<file path="src/rtl/fp_norm_pkg.sv">
// Shared types and constants for the FPU adder post-addition normaliser.
package fp_norm_pkg;

    localparam int unsigned DEF_EXP_W = 8;
    localparam int unsigned DEF_MAN_W = 24;
    localparam int unsigned LZ_W      = $clog2(DEF_MAN_W + 1);
    localparam int unsigned EXP_MAX   = (1 << DEF_EXP_W) - 1;

    typedef struct packed {
        logic ovf;
        logic uf;
        logic zero;
        logic sticky;
    } norm_flags_t;

    typedef enum logic [1:0] {
        ZERO,
        CARRY,
        NORMAL,
        UNDERFLOW
    } norm_case_t;

endpackage

</file>
<file path="src/rtl/fp_add_normalizer_pipe_lzc.sv">
// Combinational leading-zero counter built as a binary reduction tree.
// Returns W when the input is all zeros.
module lzc #(
    parameter int unsigned W = 24
) (
    input  logic [W-1:0]             din,
    output logic [$clog2(W+1)-1:0]   count
);

    localparam int unsigned L  = $clog2(W);
    localparam int unsigned P  = 1 << L;
    localparam int unsigned OW = $clog2(W + 1);

    logic [P-1:0] padded;
    logic [L:0]   cnt [L+1][P];
    logic         zf  [L+1][P];

    // Level 0 holds one node per bit (MSB first); each level merges node pairs.
    always_comb begin
        padded = '0;
        padded[P-1 -: W] = din;
        for (int k = 0; k <= int'(L); k++) begin
            for (int i = 0; i < int'(P); i++) begin
                cnt[k][i] = '0;
                zf[k][i]  = 1'b0;
            end
        end
        for (int i = 0; i < int'(P); i++) begin
            zf[0][i] = ~padded[int'(P) - 1 - i];
        end
        for (int k = 1; k <= int'(L); k++) begin
            for (int i = 0; i < int'(P >> k); i++) begin
                zf[k][i]  = zf[k-1][2*i] & zf[k-1][2*i+1];
                cnt[k][i] = zf[k-1][2*i]
                          ? (L+1)'((1 << (k-1)) + int'(cnt[k-1][2*i+1]))
                          : cnt[k-1][2*i];
            end
        end
        count = zf[L][0] ? OW'(W) : OW'(cnt[L][0]);
    end

endmodule

</file>
<file path="src/rtl/fp_add_normalizer_pipe.sv">
// Two-stage post-addition normaliser: stage 1 captures operands and leading-zero
// count, stage 2 applies carry/normalise/underflow shifts and raises flags.
module fp_add_normalizer_pipe #(
    parameter int unsigned EXP_W     = 8,
    parameter int unsigned MAN_W     = 24,
    parameter int unsigned TAG_W     = 4,
    parameter bit          DENORM_EN = 1'b1
) (
    input  logic             clk,
    input  logic             rst,
    input  logic             in_valid,
    output logic             in_ready,
    input  logic [EXP_W-1:0] in_e,
    input  logic [MAN_W:0]   in_m,
    input  logic [TAG_W-1:0] in_tag,
    output logic             out_valid,
    input  logic             out_ready,
    output logic [EXP_W-1:0] out_e,
    output logic [MAN_W-1:0] out_m,
    output logic [TAG_W-1:0] out_tag,
    output logic             out_sticky,
    output logic             out_ovf,
    output logic             out_uf,
    output logic             out_zero
);

    import fp_norm_pkg::*;

    localparam int unsigned LZW = $clog2(MAN_W + 1);
    localparam int unsigned EW1 = EXP_W + 1;
    localparam logic [EW1-1:0] E_TOP = {1'b0, {EXP_W{1'b1}}};

    logic             s1_valid, s1_carry, s1_zero;
    logic [EXP_W-1:0] s1_e;
    logic [MAN_W:0]   s1_m;
    logic [TAG_W-1:0] s1_tag;
    logic [LZW-1:0]   s1_lz, lz_c;
    logic             s1_adv, s2_adv;

    logic             valid_q;
    logic [EXP_W-1:0] e_q, e_n;
    logic [MAN_W-1:0] m_q, m_n, m_lo;
    logic [TAG_W-1:0] tag_q;
    norm_flags_t      flags_q, flags_n;
    norm_case_t       ncase;
    logic [EW1-1:0]   e_wide, e_inc, lz_wide;

    lzc #(.W(MAN_W)) u_lzc (
        .din   (in_m[MAN_W-1:0]),
        .count (lz_c)
    );

    assign s2_adv   = !valid_q || out_ready;
    assign s1_adv   = !s1_valid || s2_adv;
    assign in_ready = s1_adv;

    always_ff @(posedge clk) begin
        if (rst) begin
            s1_valid <= 1'b0;
            s1_carry <= 1'b0;
            s1_zero  <= 1'b0;
            s1_e     <= '0;
            s1_m     <= '0;
            s1_tag   <= '0;
            s1_lz    <= '0;
        end else if (s1_adv) begin
            s1_valid <= in_valid;
            s1_carry <= in_m[MAN_W];
            s1_zero  <= (in_m == '0);
            s1_e     <= in_e;
            s1_m     <= in_m;
            s1_tag   <= in_tag;
            s1_lz    <= lz_c;
        end
    end

    // Case selection and shift/exponent arithmetic for stage 2.
    always_comb begin
        flags_n = '0;
        e_n     = '0;
        m_n     = '0;
        m_lo    = s1_m[MAN_W-1:0];
        e_wide  = {1'b0, s1_e};
        e_inc   = e_wide + EW1'(1);
        lz_wide = EW1'(s1_lz);
        ncase   = NORMAL;
        if (s1_zero)                ncase = ZERO;
        else if (s1_carry)          ncase = CARRY;
        else if (lz_wide < e_wide)  ncase = NORMAL;
        else                        ncase = UNDERFLOW;

        case (ncase)
            ZERO: flags_n.zero = 1'b1;
            CARRY: begin
                flags_n.sticky = s1_m[0];
                if (e_inc >= E_TOP) begin
                    flags_n.ovf = 1'b1;
                    e_n         = '1;
                end else begin
                    e_n = e_inc[EXP_W-1:0];
                    m_n = s1_m[MAN_W:1];
                end
            end
            NORMAL: begin
                e_n = s1_e - EXP_W'(s1_lz);
                m_n = m_lo << s1_lz;
            end
            UNDERFLOW: begin
                flags_n.uf = 1'b1;
                if (DENORM_EN) begin
                    m_n = (s1_e == '0) ? m_lo : (m_lo << (s1_e - EXP_W'(1)));
                end
            end
            default: ;
        endcase
    end

    always_ff @(posedge clk) begin
        if (rst) begin
            valid_q <= 1'b0;
            e_q     <= '0;
            m_q     <= '0;
            tag_q   <= '0;
            flags_q <= '0;
        end else if (s2_adv) begin
            valid_q <= s1_valid;
            e_q     <= s1_valid ? e_n : '0;
            m_q     <= s1_valid ? m_n : '0;
            tag_q   <= s1_valid ? s1_tag : '0;
            flags_q <= s1_valid ? flags_n : '0;
        end
    end

    assign out_valid  = valid_q;
    assign out_e      = e_q;
    assign out_m      = m_q;
    assign out_tag    = tag_q;
    assign out_sticky = flags_q.sticky;
    assign out_ovf    = flags_q.ovf;
    assign out_uf     = flags_q.uf;
    assign out_zero   = flags_q.zero;

endmodule
</file>
<file path="config.mk">
export PLATFORM = sky130hd
export DESIGN_NAME = fp_add_normalizer_pipe
export DESIGN_NICKNAME = d
export VERILOG_FILES = /design/src/rtl/fp_norm_pkg.sv /design/src/rtl/fp_add_normalizer_pipe_lzc.sv /design/src/rtl/fp_add_normalizer_pipe.sv
export SDC_FILE = /design/constraint.sdc
export NUM_CORES = 1
export LEC_CHECK = 0
export BUFFER_PORTS_ARGS = -buffer_cell sky130_fd_sc_hd__buf_2
export CORE_MARGIN = 1.5
export CORE_UTILIZATION = 50
export DETAILED_ROUTE_END_ITERATION = 8
export GPL_TIMING_DRIVEN = 0
export PLACE_DENSITY = 0.8
export SLEW_MARGIN = 20
export SYNTH_ARGS = -nofsm -noshare
export SYNTH_HDL_FRONTEND = slang
export SYNTH_SLANG_ARGS = --single-unit
</file>
<file path="constraint.sdc">
create_clock -name clk -period 3.9 [get_ports clk]
set_clock_uncertainty 0.1 [all_clocks]
set_input_delay 0.39 -clock clk [delete_from_list [all_inputs] [get_ports clk]]
set_output_delay 0.39 -clock clk [all_outputs]
set_load 0.02 [all_outputs]
</file>
==> impl_metrics.csv, run 1 <==
group,metric,value,unit
logic_synthesis,ys.flop_type,"dfxtp_1",
flow_run,drv_cap,0,
pwr,switchingPower,1.00,mW
setup_path,r2r_end,"out_m[4]",
global_route,antenna_found_initial,0,
pwr,powerDensity,331,nW/um^2
timing,finalSetupViolCount,0,
timing,rsz0062_at_grt,"false",
drt,via_count,7907,
logic_synthesis,synth-edff-count,0,
die,coreArea,13800,sq um
die,die_area,14700,sq um
timing,finalHoldViolations,0,
logic_synthesis,synth_most_common_cell,"nand2_1",
drt,drc,0,
cts,clockBufferDepth,2,
drt,wl_per_cell,23.2,um
global_route,grt_pass1_vias,7257,
timing,postLayoutSetupSlackWorst,0.133,ns
die,die_x,121,um
logic_synthesis,synth_warnings,0,
logic_synthesis,syn_nets,963,
cts,clockRootBuffer,"clkbuf_16",
pwr,total_power,2.65,mW
pwr,p_leak,3.02,nW
setup_path,r2r_cells,12,
cts,worstSkewPairLatency,0.36,ns
pwr,seq_power_share,0.352,
timing,fmax,265,MHz
cts,clk_pin_slew,0.08,ns
finish,multiInputGateArea,4880,sq um
cts,htreeDepth,3,
drt,viasPerCell,6.64,
global_route,grt.total_usage,0.380,
drt,totalWireLength,27.6,mm
logic_synthesis,syn_area_per_cell,7.68,sq um
setup_path,path_class,"register to register",
setup_path,critPathArrivalTime,3.90,ns
timing,finalCritPeriodShare,0.966,
min_path,worstHoldStart,"in_valid",
logic_synthesis,synth_common_cells,"nand2_1, a21oi_1, dfxtp_1",
logic_synthesis,synth_top_area_frac,0.243,
setup_path,crit_start,"s1_e[0]",
cts,cts_buffers,9,
die,num_rows,43,
placement,dp_worst_setup_slack,-0.176,ns
timing,holdWs,0.147,ns
min_path,hold_class,"input port to register",
logic_synthesis,synthCells,912,
logic_synthesis,synth_area,7010,sq um
die,num_io_pins,83,
placement,place_congestion,1.02,
global_route,grt_max_degree,20,
setup_path,reg2reg_from,"s1_e[0]",
finish,fin_area,8030,sq um
logic_synthesis,synth_top_area_cell,"dfxtp_1",
setup_path,critical_path.endpoint,"out_m[4]",
logic_synthesis,synth_cell_types,74,
timing,slew_headroom,0.341,
finish,antenna_cells,0,
status,status,"completed",
finish,fillers,1336,
global_route,overflow,0,
placement,place_inst,1173,
timing,min_period,3.77,ns
finish,area_growth,14.6,%
logic_synthesis,ys_top_cells_by_area,"dfxtp_1, mux4_2, nand2_1",
finish,drive_gt1_frac,0.195,
cts,cts_tree,"done",
finish,stdcell_count,1190,
logic_synthesis,synth_seq_cells,85,
cts,cts.sinks,85,
die,dieHeight,121,um
pwr,intPower,1.65,mW
logic_synthesis,async_reset_ff_frac,0,
pwr,netSwitchingFraction,0.378,
global_route,grt_pass1_wl,41.7,mm
timing,tns,0,ns
logic_synthesis,yosysSeqAreaShare,0.243,
setup_path,cp-end-kind,"register",
cts,holdBufCountCts,0,
pwr,pwr-share-comb,0.308,
placement,io_buffers,81,
drt,postRouteAntennaNets,0,
setup_path,required,4.03,ns
setup_path,crit_fanout,13,
drt,dr.pass1.iters,9,
pwr,clkPwrFrac,0.340,
timing,tightest_slew,0.982,ns
placement,place_area,7640,sq um
pwr,vdd_drop_max,212,uV
placement,dp_hpwl,20.8,mm
timing,drv_slew,0,
finish,seq_area,1700,sq um
finish,postLayoutCoreUtil,0.583,
finish,nets,1056,
drt,drt_iter0_markers,1074,
die,initial_core_util,0.509,
setup_path,start_kind,"register",
setup_path,r2r_slack,0.13,ns
## power groups by stage
stage | Clock (mW) | Sequential, mW | Combinational, mW
2_1_floorplan | 0 | 0.955 | 0.513
3_3_place_gp | 0 | 0.952 | 0.769
3_5_place_dp | 0 | 0.953 | 0.763
4_1_cts | 0.898 | 0.933 | 0.768
5_1_grt | 0.935 | 0.938 | 0.858
6_report | 0.903 | 0.935 | 0.816
## state kept, by name, summed over array words and instances (netlist names)
register	cells
s1_tag	4
out_tag	4
s1_m	24
out_ovf	1
s1_lz	5
out_zero	1
out_sticky	1
out_valid	1
out_uf	1
s1_carry	1
s1_e	8
out_e	8
s1_valid	1
out_m	24
s1_zero	1
## cell families after synthesis
| kind of cell | share of synthesized area |
|---|---|
| AOI/OAI and AO/OA | 0.252 |
| adders and majority gates | 0.0189 |
| and+or+nand+nor | 0.226 |
| muxes | 0.175 |
| DFF | 0.243 |
| buffers and inverters | 0.0680 |
| xor gates and xnor gates | 0.0173 |
## area by class of cell
type | count | share of cell area
Inverter | 17 | 0.00795
Tap cell | 180 | 0.0281
Clock buffer | 9 | 0.0281
Buffer | 91 | 0.0521
Clock inverter | 7 | 0.0114
Multi-Input combinational cell | 718 | 0.608
Timing Repair Buffer | 83 | 0.0524
Sequential cell | 85 | 0.212
## worst max-delay path, stage by stage (launching register included)
cell and delay [ns]:
dfxtp_1 0.36, buf_4 0.20, buf_4 0.24, inv_1 0.12
buf_6 0.17, ha_1 0.19, clkbuf_1 0.18, xnor2_1 0.80
o21ai_0 0.43, nand2_1 0.22, o21ai_0 0.11, a222oi_1 0.38
o21ai_0 0.12
## layer usage
layer	wire [um]	global-route usage	share of wire	vias up
li1	-	-	-	3538
met1	11100	0.515	0.40	3686
met2	11800	0.556	0.43	585
met3	3250	0.0813	0.12	98
met4	1500	0.221	0.054	0
met5	0	0	0	-
## layout by cell type, fill, tap and decap left out, types with 6 or more instances in the layout
cell type,n
a211oi_1,6
a21oi_1,94
a221oi_1,10
a222oi_1,9
a22oi_1,13
a311oi_1,10
and2_1,9
and3_1,7
buf_1,7
buf_2,93
buf_4,11
clkbuf_1,58
clkbuf_16,9
dfxtp_1,85
ha_1,9
inv_1,15
mux2_2,17
mux2i_1,27
mux4_2,34
nand2_1,178
nand3_1,24
nand4_1,6
nor2_1,65
nor2b_1,10
nor3_1,15
nor4_1,8
o211ai_1,20
o21ai_0,44
xnor2_1,9
## worst min-delay path by stage
| stage | to | depth (start not counted) |
|---|---|---|
| after floorplan | s1_tag[0] | 2 |
| after global placement | out_m[6] | 2 |
| after detailed placement | out_m[4] | 2 |
| after CTS | s1_valid | 3 |
| after global routing | s1_e[7] | 3 |
| final | s1_valid | 3 |
## what timing repair did
action | CTS | global route
buffers inserted | 0 | 2
endpoints found under the setup margin | 4 | 20
pin swaps | 0 | 3
resized for setup | 3 | 13
(Power assumes the default switching activity.)
==> inputs of run 2 (changes only) <==
--- a/config.mk
+++ b/config.mk
@@ -10,7 +10,9 @@
 export CORE_UTILIZATION = 50
 export DETAILED_ROUTE_END_ITERATION = 8
 export GPL_TIMING_DRIVEN = 0
+export MAX_ROUTING_LAYER = met4
 export PLACE_DENSITY = 0.8
+export REMOVE_ABC_BUFFERS = 1
 export SLEW_MARGIN = 20
 export SYNTH_ARGS = -nofsm -noshare
 export SYNTH_HDL_FRONTEND = slang
==> run 2 against run 1 <==
Against the previous run:
- critical path depth is 5 lower
- worst setup slack better by 0.022 ns
- clock power is 4.2% lower
- final area is 4.1% lower
- first-iteration DRC count is 17% lower
- power is 4.5% lower
==> impl_metrics.csv, run 2 (synthesis gave the netlist of run 1 again) <==
group,metric,value,unit
status,status,"completed",
cts,cts_buffers,9,
timing,finalHoldViolations,0,
timing,fmax,267,MHz
cts,cts.sinks,85,
die,coreArea,13800,sq um
die,die_area,14700,sq um
drt,totalWireLength,22.7,mm
cts,clockRootBuffer,"clkbuf_16",
timing,tns,0,ns
drt,postRouteAntennaNets,0,
finish,fin_area,7700,sq um
setup_path,cpPeakStageDelay,0.79,ns
drt,wl_per_cell,20.6,um
min_path,hold_class,"input port to register",
cts,cts_setup_buffers,0,
global_route,grt.total_usage,0.327,
finish,antenna_cells,0,
cts,cts_tree,"done",
finish,nets,970,
finish,layout_commonest_cell,"nand2_1",
finish,postLayoutCoreUtil,0.559,
finish,drive_gt1_frac,0.199,
setup_path,required,4.03,ns
setup_path,path_class,"register to register",
pwr,clkPwrFrac,0.341,
setup_path,critPathArrivalTime,3.87,ns
finish,fillers,1337,
timing,rsz0062_at_grt,"false",
cts,holdBufCountCts,0,
pwr,intPower,1.62,mW
drt,drt_iter0_markers,894,
die,die_x,121,um
pwr,seq_power_share,0.393,
drt,dr.pass1.iters,9,
pwr,p_leak,2.85,nW
global_route,grt_max_degree,81,
timing,finalCritPeriodShare,0.960,
cts,htreeDepth,3,
pwr,total_power,2.53,mW
placement,place_area,7380,sq um
setup_path,crit_slowest_cell,"a2111oi_0",
drt,via_count,7212,
pwr,powerDensity,329,nW/um^2
timing,finalSetupViolCount,0,
drt,wl_met3,2.27,mm
die,num_io_pins,83,
die,dieHeight,121,um
pwr,pwr-share-comb,0.266,
timing,tightest_slew,0.994,ns
die,initial_core_util,0.509,
drt,wl_met1,9.53,mm
cts,clk_pin_slew,0.07,ns
global_route,grt_pass1_wl,36.0,mm
setup_path,cp-end-kind,"register",
cts,clockBufferDepth,2,
timing,postLayoutSetupSlackWorst,0.155,ns
timing,slew_headroom,0.335,
global_route,grt_pass1_vias,6719,
finish,area_growth,9.86,%
global_route,overflow,0,
placement,io_buffers,82,
placement,dp_worst_setup_slack,-0.834,ns
global_route,antenna_found_initial,0,
die,num_rows,43,
placement,dp_hpwl,16.1,mm
pwr,netSwitchingFraction,0.362,
timing,drv_slew,0,
placement,place_congestion,0.988,
finish,most-common-layout-cells,"nand2_1, a21oi_1, buf_2",
drt,viasPerCell,6.53,
drt,drc,0,
pwr,vdd_drop_max,201,uV
cts,worstSkewPairLatency,0.37,ns
pwr,switchingPower,0.916,mW
flow_run,drv_cap,0,
setup_path,crit_chain,"clkinvlp_4 > ha_4 > nor2b_1 > o21a_1 > a31oi_4 > a2111oi_0 > o21ai_0",
timing,min_period,3.75,ns
setup_path,crit_fanout,31,
setup_path,start_kind,"register",
drt,wl_met2,10.0,mm
drt,top_layer,"met4",
==> run 2: cell types whose count changed in the layout (fill, tap and decap cells not counted), moves of 3 or more <==
cell and change:
buf_2 -12, clkinv_8 -4, buf_12 +4, clkbuf_1 -57
dfxtp_2 +3, buf_4 -10, dfxtp_1 -5, buf_1 -7
==> run 2: final cells by class <==
| type | count | area [sq um] | share of cell area |
|---|---|---|---|
| Clock buffer | 10 | 229 | 0.0298 |
| Clock inverter | 6 | 51.3 | 0.00667 |
| Inverter | 17 | 71.3 | 0.00927 |
| Multi-Input combinational cell | 718 | 4890 | 0.636 |
| Sequential cell | 85 | 1710 | 0.223 |
| Tap cell | 180 | 225 | 0.0293 |
| Timing Repair Buffer | 88 | 515 | 0.0670 |
==> run 2: worst max-delay path, delay by kind of cell, from the launching register on <==
| family | cells | cell delay, ns |
|---|---|---|
| AO/OA/AOI/OAI | 4 | 1.51 |
| flip-flops | 1 | 0.52 |
| buffers and inverters | 1 | 0.44 |
| adder cells (fa/ha/maj) | 1 | 0.67 |
| AND/OR/NAND/NOR | 1 | 0.33 |
==> run 2: per-stage QoR <==
step,hold slack [ns],instances
final,0.144,1104
after global routing,0.163,1104
after CTS,0.136,1104
after detailed placement,0.343,1088
after global placement,0.331,1082
after floorplan,0.326,820
==> run 2: timing repair <==
action	CTS	global route
gates resized for setup	6	5
endpoints found under the setup margin	29	17
cloned	0	0
==> run 2: worst paths after layout <==
path	from	slack, ns	depth (start not counted)	endpoint
max	s1_e[0]	0.15	7	out_m[23]
min	in_valid	0.14	3	s1_valid
max reg2reg	s1_e[0]	0.15	7	out_m[23]
min reg2reg	out_m[4]	0.35	2	out_m[4]
==> run 2: layer usage <==
layer / vias to the layer above / track usage
met3: 76 / 0.0531
met2: 410 / 0.487
li1: 3361 / -
met1: 3365 / 0.442
met5: - / -
met4: 0 / 0.136
==> run 2: power groups by stage <==
stage,combinational (mW),sequential (mW),clock [mW]
3_5_place_dp,0.649,1.01,0
6_report,0.673,0.995,0.865
4_1_cts,0.653,0.990,0.869
2_1_floorplan,0.429,0.997,0
5_1_grt,0.727,0.999,0.911
3_3_place_gp,0.619,1.02,0
==> inputs of run 3 (changes only) <==
--- a/config.mk
+++ b/config.mk
@@ -7,11 +7,11 @@
 export LEC_CHECK = 0
 export BUFFER_PORTS_ARGS = -buffer_cell sky130_fd_sc_hd__buf_2
 export CORE_MARGIN = 1.5
-export CORE_UTILIZATION = 50
+export CORE_UTILIZATION = 40
 export DETAILED_ROUTE_END_ITERATION = 8
 export GPL_TIMING_DRIVEN = 0
 export MAX_ROUTING_LAYER = met4
-export PLACE_DENSITY = 0.8
+export PLACE_DENSITY = 0.68
 export REMOVE_ABC_BUFFERS = 1
 export SLEW_MARGIN = 20
 export SYNTH_ARGS = -nofsm -noshare
==> constraint.sdc (replaced) <==
create_clock -name clk -period 3.9 [get_ports clk]
set_clock_uncertainty 0.1 [all_clocks]
set_input_delay 0.78 -clock clk [delete_from_list [all_inputs] [get_ports clk]]
set_output_delay 0.78 -clock clk [all_outputs]
set_load 0.02 [all_outputs]
==> run 3 against run 2 <==
Against the previous run:
- sequential cell count unchanged
- wire length is 3.6% higher
- sequential power barely moved
- sequential share of layout area decreased by 0.64 points
==> impl_metrics.csv, run 3 (synthesis gave the netlist of run 1 again) <==
group,metric,value,unit
status,status,"completed",
pwr,netSwitchingFraction,0.344,
pwr,p_leak,2.93,nW
timing,tns,0,ns
placement,io_buffers,82,
die,num_rows,48,
die,initial_core_util,0.408,
timing,fmax,275,MHz
setup_path,cp-end-kind,"register",
timing,finalHoldViolations,0,
setup_path,start_kind,"register",
finish,drive_gt1_frac,0.210,
die,die_x,135,um
finish,nets,979,
finish,layout_commonest_cell,"nand2_1",
global_route,grt_max_degree,59,
drt,drt_iter0_markers,1009,
drt,top_layer,"met4",
timing,min_period,3.63,ns
pwr,clkPwrFrac,0.371,
pwr,total_power,2.68,mW
setup_path,r2r_cells,10,
placement,place_congestion,0.968,
drt,wl_met2,10.5,mm
setup_path,crit_fanout,14,
setup_path,required,4.06,ns
pwr,powerDensity,338,nW/um^2
placement,dp_hpwl,17.0,mm
global_route,grt_pass1_vias,6582,
cts,clk_pin_slew,0.07,ns
global_route,grt.total_usage,0.271,
pwr,vdd_drop_max,224,uV
drt,via_count,7214,
die,die_area,18300,sq um
pwr,intPower,1.76,mW
finish,area_growth,13.1,%
timing,tightest_slew,0.994,ns
placement,dp_worst_setup_slack,-0.997,ns
finish,most-common-layout-cells,"nand2_1, a21oi_1, buf_2",
drt,dr.pass1.iters,6,
cts,worstSkewPairLatency,0.36,ns
drt,totalWireLength,23.6,mm
pwr,seq_power_share,0.372,
drt,wl_met1,10.1,mm
finish,fin_area,7920,sq um
timing,finalCritPeriodShare,0.931,
timing,holdWs,0.349,ns
placement,place_area,7490,sq um
setup_path,path_class,"register to register",
die,dieHeight,135,um
min_path,hold_class,"register to register",
finish,antenna_cells,0,
global_route,overflow,0,
min_path,whs_path_depth,2,
drt,drc,0,
finish,fillers,1787,
cts,cts_tree,"done",
cts,htreeDepth,3,
cts,clockRootBuffer,"clkbuf_16",
cts,cts_buffers,9,
cts,clockBufferDepth,2,
cts,cts.sinks,85,
drt,wl_per_cell,20.3,um
global_route,grt_pass1_wl,37.4,mm
flow_run,drv_cap,0,
drt,viasPerCell,6.23,
timing,slew_headroom,0.335,
pwr,pwr-share-comb,0.257,
die,coreArea,17200,sq um
die,num_io_pins,83,
pwr,switchingPower,0.922,mW
drt,wl_met3,2.27,mm
drt,postRouteAntennaNets,0,
timing,postLayoutSetupSlackWorst,0.268,ns
timing,rsz0062_at_grt,"false",
setup_path,critPathArrivalTime,3.79,ns
global_route,antenna_found_initial,0,
timing,drv_slew,0,
timing,finalSetupViolCount,0,
[run 3: per-stage QoR]
step	utilization	cells
after global routing	0.461	1158
after global placement	0.424	1127
after floorplan	-	820
after CTS	0.457	1151
after detailed placement	0.436	1135
final	0.461	1158
[run 3: what timing repair did]
item                       4_1_cts  5_1_grt
hold buffers                     0        0
resized for setup                8        6
setup endpoints to repair       29       20
buffers inserted                 0        7
[run 3: worst max-delay path, cell delays in order (launching register included)]
cell and delay [ns]:
dfxtp_2 0.63, ha_1 0.26, inv_1 0.06, fa_1 0.45, a211oi_2 0.32, o21ai_2 0.19, a211oi_1 0.29, nand3_1 0.29
nor2b_4 0.36, o21ai_0 0.26, a311oi_1 0.31
[run 3: final timing paths]
path / start / end / slack [ns]
worst max-delay path: s1_lz[0] / out_m[11] / 0.27
worst min-delay path: out_m[4] / out_m[4] / 0.35
worst max register to register: s1_lz[0] / out_m[11] / 0.27
worst min register to register: out_m[4] / out_m[4] / 0.35
[run 3: power groups by stage]
stage	Clock [mW]	Sequential [mW]	Combinational [mW]
after floorplan	0	0.997	0.429
after global placement	0	1.02	0.628
after detailed placement	0	1.01	0.663
after CTS	1.01	0.994	0.667
after global routing	1.04	1.00	0.745
final	0.996	0.998	0.688
[run 3: area by class of cell]
cell class | count | area (sq um) | area share
clock inverters | 7 | 109 | 0.0137
inverters | 17 | 76.3 | 0.00963
repair buffers | 97 | 626 | 0.0790
clock buffers | 9 | 225 | 0.0284
well taps | 225 | 282 | 0.0355
flip-flops and latches | 85 | 1710 | 0.216
multi-input cells | 718 | 4890 | 0.617
[run 3: per-layer routing]
layer | GRT usage | vias up
met1 | 0.368 | 3396
met5 | - | -
met2 | 0.397 | 372
li1 | - | 3387
met4 | 0.0848 | 0
met3 | 0.0643 | 59
